==> config.mk <==
export PLATFORM = sky130hd
export DESIGN_NAME = align_p2s_arb
export DESIGN_NICKNAME = d
export VERILOG_FILES = /design/src/rtl/align_p2s_arb.sv
export SDC_FILE = /design/constraint.sdc
export NUM_CORES = 1
export LEC_CHECK = 0
export BUFFER_PORTS_ARGS = -buffer_cell sky130_fd_sc_hd__buf_2
export CORE_AREA = 2 2 430 432
export DETAILED_ROUTE_END_ITERATION = 8
export DIE_AREA = 0 0 432 434
export PLACE_DENSITY = 0.3
export SLEW_MARGIN = 40
export SYNTH_ARGS = -nofsm -noshare
export SYNTH_HDL_FRONTEND = slang
export SYNTH_SLANG_ARGS = --single-unit
==> constraint.sdc <==
create_clock -name clk -period 5.27 [get_ports clk]
set_input_delay 0.7905 -clock clk [delete_from_list [all_inputs] [get_ports clk]]
set_output_delay 0.7905 -clock clk [all_outputs]
set_load 0.01 [all_outputs]
==> src/rtl/align_p2s_arb.sv <==
// ---------------------------------------------------------------------------
// align_p2s_arb
//
// Round-robin scheduler in front of a shared wide-to-narrow serializer.
// REQ_NUM requesters each offer one IDATA_BIT word with a valid/ready
// handshake. One word is granted at a time, captured into a local buffer and
// streamed out as REG_NUM beats of ODATA_BIT bits, least-significant segment
// first. Every beat carries the id of its source and a last-beat flag.
//
// Ports:
//   clk          rising-edge clock
//   rst_n        asynchronous active-low reset
//   req_data     requester words, requester i at [i*IDATA_BIT +: IDATA_BIT]
//   req_valid    per-requester word valid
//   req_ready    per-requester accept (one-hot or zero, only while idle)
//   odata        current output beat
//   odata_valid  output beat valid
//   odata_ready  downstream accepts the current beat
//   odata_src    requester index of the word being streamed
//   odata_last   high on the final beat of a word
//   busy         high while a word is being streamed
// ---------------------------------------------------------------------------
module align_p2s_arb #(
    parameter int REQ_NUM   = 4,
    parameter int IDATA_BIT = 256,
    parameter int ODATA_BIT = 64,
    parameter int SRC_BIT   = $clog2(REQ_NUM)
) (
    input  logic                         clk,
    input  logic                         rst_n,
    input  logic [REQ_NUM*IDATA_BIT-1:0] req_data,
    input  logic [REQ_NUM-1:0]           req_valid,
    output logic [REQ_NUM-1:0]           req_ready,
    output logic [ODATA_BIT-1:0]         odata,
    output logic                         odata_valid,
    input  logic                         odata_ready,
    output logic [SRC_BIT-1:0]           odata_src,
    output logic                         odata_last,
    output logic                         busy
);

    localparam int REG_NUM = IDATA_BIT / ODATA_BIT;
    localparam int CNT_BIT = $clog2(REG_NUM);

    typedef enum logic {
        IDLE = 1'b0,
        SEND = 1'b1
    } state_t;

    state_t               state_q, state_d;
    logic [SRC_BIT-1:0]   rr_ptr_q, rr_ptr_d;
    logic [SRC_BIT-1:0]   src_q, src_d;
    logic [CNT_BIT-1:0]   beat_cnt_q, beat_cnt_d;
    logic [IDATA_BIT-1:0] buf_q, buf_d;

    logic [SRC_BIT-1:0]   grant;
    logic                 grant_found;
    logic                 handshake;
    logic                 last_beat;

    // Round-robin search: first valid requester at or above rr_ptr, wrapping.
    // Re-evaluated every cycle, so nothing is committed before the handshake.
    // NOTE: every combinational output gets a default before any branch;
    // a path that leaves a signal unassigned would infer a latch.
    always_comb begin
        logic [SRC_BIT-1:0] idx;
        grant       = '0;
        grant_found = 1'b0;
        idx         = '0;
        for (int i = 0; i < REQ_NUM; i++) begin
            // Explicit modulo keeps the wrap correct for non-power-of-two REQ_NUM.
            idx = SRC_BIT'((int'(rr_ptr_q) + i) % REQ_NUM);
            if (!grant_found && req_valid[idx]) begin
                grant       = idx;
                grant_found = 1'b1;
            end
        end
    end

    // Ready is offered only in IDLE and is gated by rst_n so it drops
    // immediately when reset is asserted, independent of the clock.
    always_comb begin
        req_ready = '0;
        if (rst_n && (state_q == IDLE) && grant_found) begin
            req_ready[grant] = 1'b1;
        end
    end

    assign handshake = |(req_valid & req_ready);
    assign last_beat = (beat_cnt_q == CNT_BIT'(REG_NUM - 1));

    // Next-state logic.
    always_comb begin
        state_d    = state_q;
        rr_ptr_d   = rr_ptr_q;
        src_d      = src_q;
        beat_cnt_d = beat_cnt_q;
        buf_d      = buf_q;
        unique case (state_q)
            IDLE: begin
                if (handshake) begin
                    for (int r = 0; r < REQ_NUM; r++) begin
                        if (grant == SRC_BIT'(r)) begin
                            buf_d = req_data[r*IDATA_BIT +: IDATA_BIT];
                        end
                    end
                    src_d      = grant;
                    beat_cnt_d = '0;
                    rr_ptr_d   = (grant == SRC_BIT'(REQ_NUM - 1)) ? '0
                                                                  : grant + SRC_BIT'(1);
                    state_d    = SEND;
                end
            end
            SEND: begin
                if (odata_ready) begin
                    if (last_beat) begin
                        beat_cnt_d = '0;
                        state_d    = IDLE;
                    end else begin
                        beat_cnt_d = beat_cnt_q + CNT_BIT'(1);
                    end
                end
            end
            default: state_d = IDLE;
        endcase
    end

    // NOTE: sequential state uses non-blocking assignments so every register
    // samples the pre-edge values, independent of statement order.
    always_ff @(posedge clk or negedge rst_n) begin
        if (!rst_n) begin
            state_q    <= IDLE;
            rr_ptr_q   <= '0;
            src_q      <= '0;
            beat_cnt_q <= '0;
            // NOTE: the word buffer is reset (not left uninitialised) because
            // its segment 0 is visible on odata while idle.
            buf_q      <= '0;
        end else begin
            state_q    <= state_d;
            rr_ptr_q   <= rr_ptr_d;
            src_q      <= src_d;
            beat_cnt_q <= beat_cnt_d;
            buf_q      <= buf_d;
        end
    end

    // Output segment select; beat_cnt is 0 while idle, so segment 0 shows.
    always_comb begin
        odata = '0;
        for (int k = 0; k < REG_NUM; k++) begin
            if (beat_cnt_q == CNT_BIT'(k)) begin
                odata = buf_q[k*ODATA_BIT +: ODATA_BIT];
            end
        end
    end

    assign odata_valid = (state_q == SEND);
    assign busy        = (state_q == SEND);
    assign odata_src   = src_q;
    assign odata_last  = (state_q == SEND) && last_beat;

endmodule
After elaboration in Yosys (flattened, before gate mapping)
Cells that the tools add are included.
W data, S select, Z words.
Cells by class
  $lt $le $gt $ge: 6
  equality and inequality tests: 8
  bitwise gates (word level): 2
  multiplexer cells: 36
  reduce and logical (&&, ||, !) cells: 17
  add/subtract/negate cells: 5
Operators by type and width (count)
  $mux W256: 4
  $mux W64: 4
  $mux W2: 8
  $lt A2 B3 Y1 const B: 5
  $mux W1: 12
  $bmux W1 S2: 4
  $eq A2 B2 Y1 const B: 4
  $logic_and A1 B1 Y1: 7
  $add A2 B1 Y2 const B: 3
  $add A2 B2 Y2 const B: 2
  $and A4 B4 Y4: 1
  $eq A2 B1 Y1 const B: 2
  $logic_not A2 Y1: 2
  $mux W4: 1
  $ne A2 B2 Y1 const B: 2
  $pmux W2 S2: 1
  $reduce_and A2 Y1: 2
  $reduce_bool A4 Y1: 1
  $reduce_or A4 Y1: 1
  $logic_not A1 Y1: 3
  $reduce_and A3 Y1: 1
  $demux W1 S2: 1
  $ge A2 B1 Y1 const B: 1
  $pmux W1 S2: 1
  $not A1 Y1: 1
Storage, ports and cells
  output and inout bits: 73
  register bits: 263
  word-level logic and storage cells: 79

Longest topological paths before layout
  word-level depth: 21
  gate-level depth with buffers: 12
  mapped depth without buffers: 9

Worst setup path before layout
Ideal clock, no wire load.
  kind: input port to output port
  from: in req_valid[2]
  to: out req_ready[1]
  buffers on the path: 4
  slack: 1827 ps
  stages: 9
  data arrival time: 2653 ps
  data required time: 4479 ps
  path through: nand2b_1 > a21oi_1 > a221oi_1 > ha_1 > buf_2 > buf_2 > buf_1 > buf_1 > and2_1
On the way
  cells in the longest elaborated chain, start to end: 17
  elaborated cells between the ends (all ways): 29
  classes of those cells: 2 x order compare; 19 x mux; 8 x reduce/logical
RTL lines
  start, declared: line 32  | input logic [REQ_NUM-1:0] req_valid,
  $bmux W1 S2: line 73  | if (!grant_found && req_valid[idx]) begin
  $mux W1 (not written as such): line 73
  $mux W1: line 73
  $logic_not A1 Y1: line 73
  $logic_and A1 B1 Y1: line 73
  $mux W1: line 73
  $logic_not A1 Y1: line 73
  $logic_and A1 B1 Y1: line 73
  [... 2 more ...]
  $logic_and A1 B1 Y1: line 73
  $mux W2 *: line 73
  via grant[0]: line 56  | logic [SRC_BIT-1:0] grant;
  $lt A2 B3 Y1 (not written as such) or $ge A2 B1 Y1 (tied branches): line 85  | req_ready[grant] = 1'b1;
  $logic_and A1 B1 Y1 (not written as such): line 85
  $mux W1 (not written as such): line 85
  $demux W1 S2 *: line 85
  $mux W4 *: line 84  | if (rst_n && (state_q == IDLE) && grant_found) begin
  end, declared: line 33  | output logic [REQ_NUM-1:0] req_ready,
The timed path passes the listed nets; every way through them passes the cells marked *. The select of a mux whose other input is x is not followed.

Worst setup path after layout
  from: reg beat_cnt_q[1]
  to: out odata[9]
On the way
  cells in the longest elaborated chain, start to end: 5
  elaborated cells between the ends (all ways): 8
  classes of those cells: 3 x eq/ne; 4 x mux; 1 x reduce/logical
RTL lines
  start, declared: line 53  | logic [CNT_BIT-1:0] beat_cnt_q, beat_cnt_d;
  start signal, assigned: line 143  | beat_cnt_q <= beat_cnt_d;
  $logic_not A2 Y1: line 152  | if (beat_cnt_q == CNT_BIT'(k)) begin
  $mux W64 (3 in a row): line 152
  $mux W64 *: line 152
  end, declared: line 34  | output logic [ODATA_BIT-1:0] odata,
Mark *: on every way between the ends. The rest lies on a longest branch, timed or not.

==> results_dict.tcl <==
set metrics [dict create \
    tightest_slew_ns 0.929 \
    tritoncts "done" \
    fin_util 0.162 \
    layout_min_cycle_time_ns 3.99 \
    timing.critical_path.slowest_stage_cell "o31ai_1" \
    ys_types 28 \
    cp_max_fo 31 \
    rows 157 \
    startpoint_type "register" \
    mostFrequentLayoutCells "1102 x buf_2, 516 x a21oi_1, 320 x nor2b_1, 263 x dfrtp_1, 262 x inv_1" \
    r2r_slack_ns 1.77 \
    r2r_cells 10 \
    drc_errors 0 \
    ir_worst_vdd_v 0.000256 \
    status "complete, no violations" \
    yosys_warnings 0 \
    critPathBufInv 3 \
    powerDensity_mw_per_mm2 561 \
    drive_above_1_share 0.346 \
    pre_cts_ws_ns 1.41 \
    layout_worst_path_cycle_share 0.758 \
    final_nets 4613 \
    critical_path.startpoint "beat_cnt_q[1]" \
    syn_to_final_growth_pct 48.4 \
    portBuffers 1103 \
    synth_area_per_cell_um2 7.59 \
    cp-endpoint "odata[9]" \
    grt_use_total 0.144 \
    slew_violations 0 \
    cts_buffers 40 \
    grt_antenna_before_repair 97 \
    cts_sinks 263 \
    finalSetupViolations 0 \
    hold_violations 0 \
    grt_pass1_vias 23865 \
    ys_seq_area_frac 0.330 \
    maxCapViolations 0 \
    path_depth 7 \
    reg2reg_from "rr_ptr_q[1]" \
    die_area_mm2 0.187 \
    hold_buffers 0 \
    cpLargestDelayFamily "compound AO/OA/AOI/OAI gates" \
    slowest_delay_ns 0.63 \
    cp-end-kind "output port" \
    grt_setup_unrepaired "no" \
    clkTransAtPathRegs_ns 0.06 \
    grt_max_degree 144 \
    design_power_total_w 0.0166 \
    crit_required_ns 4.48 \
    maxSlewHeadroom 0.381 \
    ios 1104 \
    die_h_um 434 \
    overflow 0 \
    nFillCells 21214 \
    crit_type "register to output port" \
    num_vias 23696 \
    leakagePower_nw 14.4 \
    multiInputGateArea_mm2 0.0114 \
    cts_buffer_depth 3 \
    dpl.hpwl_um 115000 \
    netlist_area_mm2 0.0200 \
    gp_congestion 0.852 \
    drt_iter0_drc 1414 \
    post_drt_via_cell_ratio 3.94 \
    grt_pass1_wl_um 189000 \
    die_x_um 432 \
    cts_setup_buffers 0 \
    ff_latch_area_mm2 0.00658 \
    syn_inst 2631 \
    wire_per_inst_um 23.6 \
    fin_setup_tns_ns 0 \
    whs_ns 0.110 \
    crit_chain "inv_1 -> ha_4 -> nor2b_4 -> buf_12 -> a221oi_1 -> o31ai_1 -> buf_2" \
    final_antenna_net_count 0 \
    core_mm2 0.182 \
    clkLatencyLatePin_ns 0.60 \
    wl_um 142000 \
    cp.arrival_ns 3.20 \
    first_pass_iters 5 \
    cts_root_buffer "clkbuf_16" \
    synth_nets 3670 \
    clock_skew_ns 0.0333 \
    mostFrequentLayoutCell "buf_2" \
    h-tree-depth 2 \
    fin_ws_ns 1.28 \
    ys_ff_latch 263 \
    hold_path_class "input port to async pin" \
    fmax_ghz 0.250 \
    postCtsResizedCells 0 \
    start_util 0.109 \
    rr_endpoint "buf_q[139]" \
]
[logic make-up (layout without fill, tap and decap cells)]
group / Yosys count / after routing / synth area share
flip-flops: 263 / 263 / 0.330
AO/OA/AOI/OAI: 1164 / 1164 / 0.394
adder cells (fa/ha/maj): 8 / 8 / 0.00501
multiplexers: 4 / 4 / 0.00213
other: 0 / 27 / 0
AND/OR/NAND/NOR: 659 / 659 / 0.166
buffers and inverters: 533 / 1505 / 0.104
[synth_stat cells, drive strengths merged]
library cell,n,area share
a221oi,64,0.028
a21oi,516,0.13
o22ai,1,0.00031
nor4,1,0.00031
mux2,2,0.0011
nand3b,2,0.00075
buf,67,0.016
a22oi,258,0.097
nor3b,1,0.00038
a2111oi,1,0.0014
and2,5,0.0016
a21o,1,0.00038
o21ai,3,0.00075
clkbuf,204,0.038
mux2i,2,0.0010
dfrtp,263,0.33
nor2b,321,0.10
inv,262,0.049
nand2b,1,0.00031
a211o,257,0.11
nand3,1,0.00025
ha,8,0.0050
o31ai,63,0.024
nand2,68,0.013
nor3,1,0.00025
nor2,258,0.048
[metal layers]
metal  share of wire  vias to the layer above  GRT usage
li1                -                    11265          -
met1            0.39                    11404      0.163
met2            0.52                      762      0.263
met3           0.069                      213     0.0368
met4           0.026                       52     0.0416
met5          0.0023                        -          0
[final cells by class]
| class | count | area share |
|---|---|---|
| tap | 2385 | 0.101 |
| clock buffer | 55 | 0.0384 |
| timing repair buffer | 1172 | 0.213 |
| inverter | 262 | 0.0332 |
| antenna | 27 | 0.00228 |
| multi-input combinational | 1835 | 0.385 |
| clock inverter | 16 | 0.00519 |
| sequential | 263 | 0.222 |
[worst reg2reg max path: cells and delay by family (launching register included)]
family,cells,cell delay [ns]
AO/OA/AOI/OAI,5,1.44
buffers and inverters,2,0.90
flip-flops,1,0.45
adder cells (fa/ha/maj),1,0.33
AND/OR/NAND/NOR,2,0.28
[worst min-delay path by stage]
stage                     cells past startpoint             to  slack [ns]    startpoint
after detailed placement                      1   odata_src[0]        0.51  odata_src[0]
final                                         1     buf_q[229]        0.11         rst_n
after floorplan                               0  beat_cnt_q[0]        0.49         rst_n
after global routing                          1     buf_q[230]        0.09         rst_n
after global placement                        2     buf_q[117]        0.51    buf_q[117]
after CTS                                     1      buf_q[42]        0.06         rst_n
[flip-flops by register name, summed over array words and instances, names as in the netlist]
register    flops
buf_q         256
odata_src       2
rr_ptr_q        2
beat_cnt_q      2
busy            1
[per-stage QoR]
step | area [µm²] | instances
final | 29600 | 6015
after floorplan | 20000 | 2631
after global placement | 28200 | 5916
after CTS | 29500 | 5987
after global routing | 29600 | 6002
after detailed placement | 28200 | 5916
[power breakdown]
group / internal [W] / switching, W
Clock: 0.00161 / 0.00114
Sequential: 0.00305 / 0.000670
Combinational: 0.00375 / 0.00642
Power figures use the tool's default switching activity.
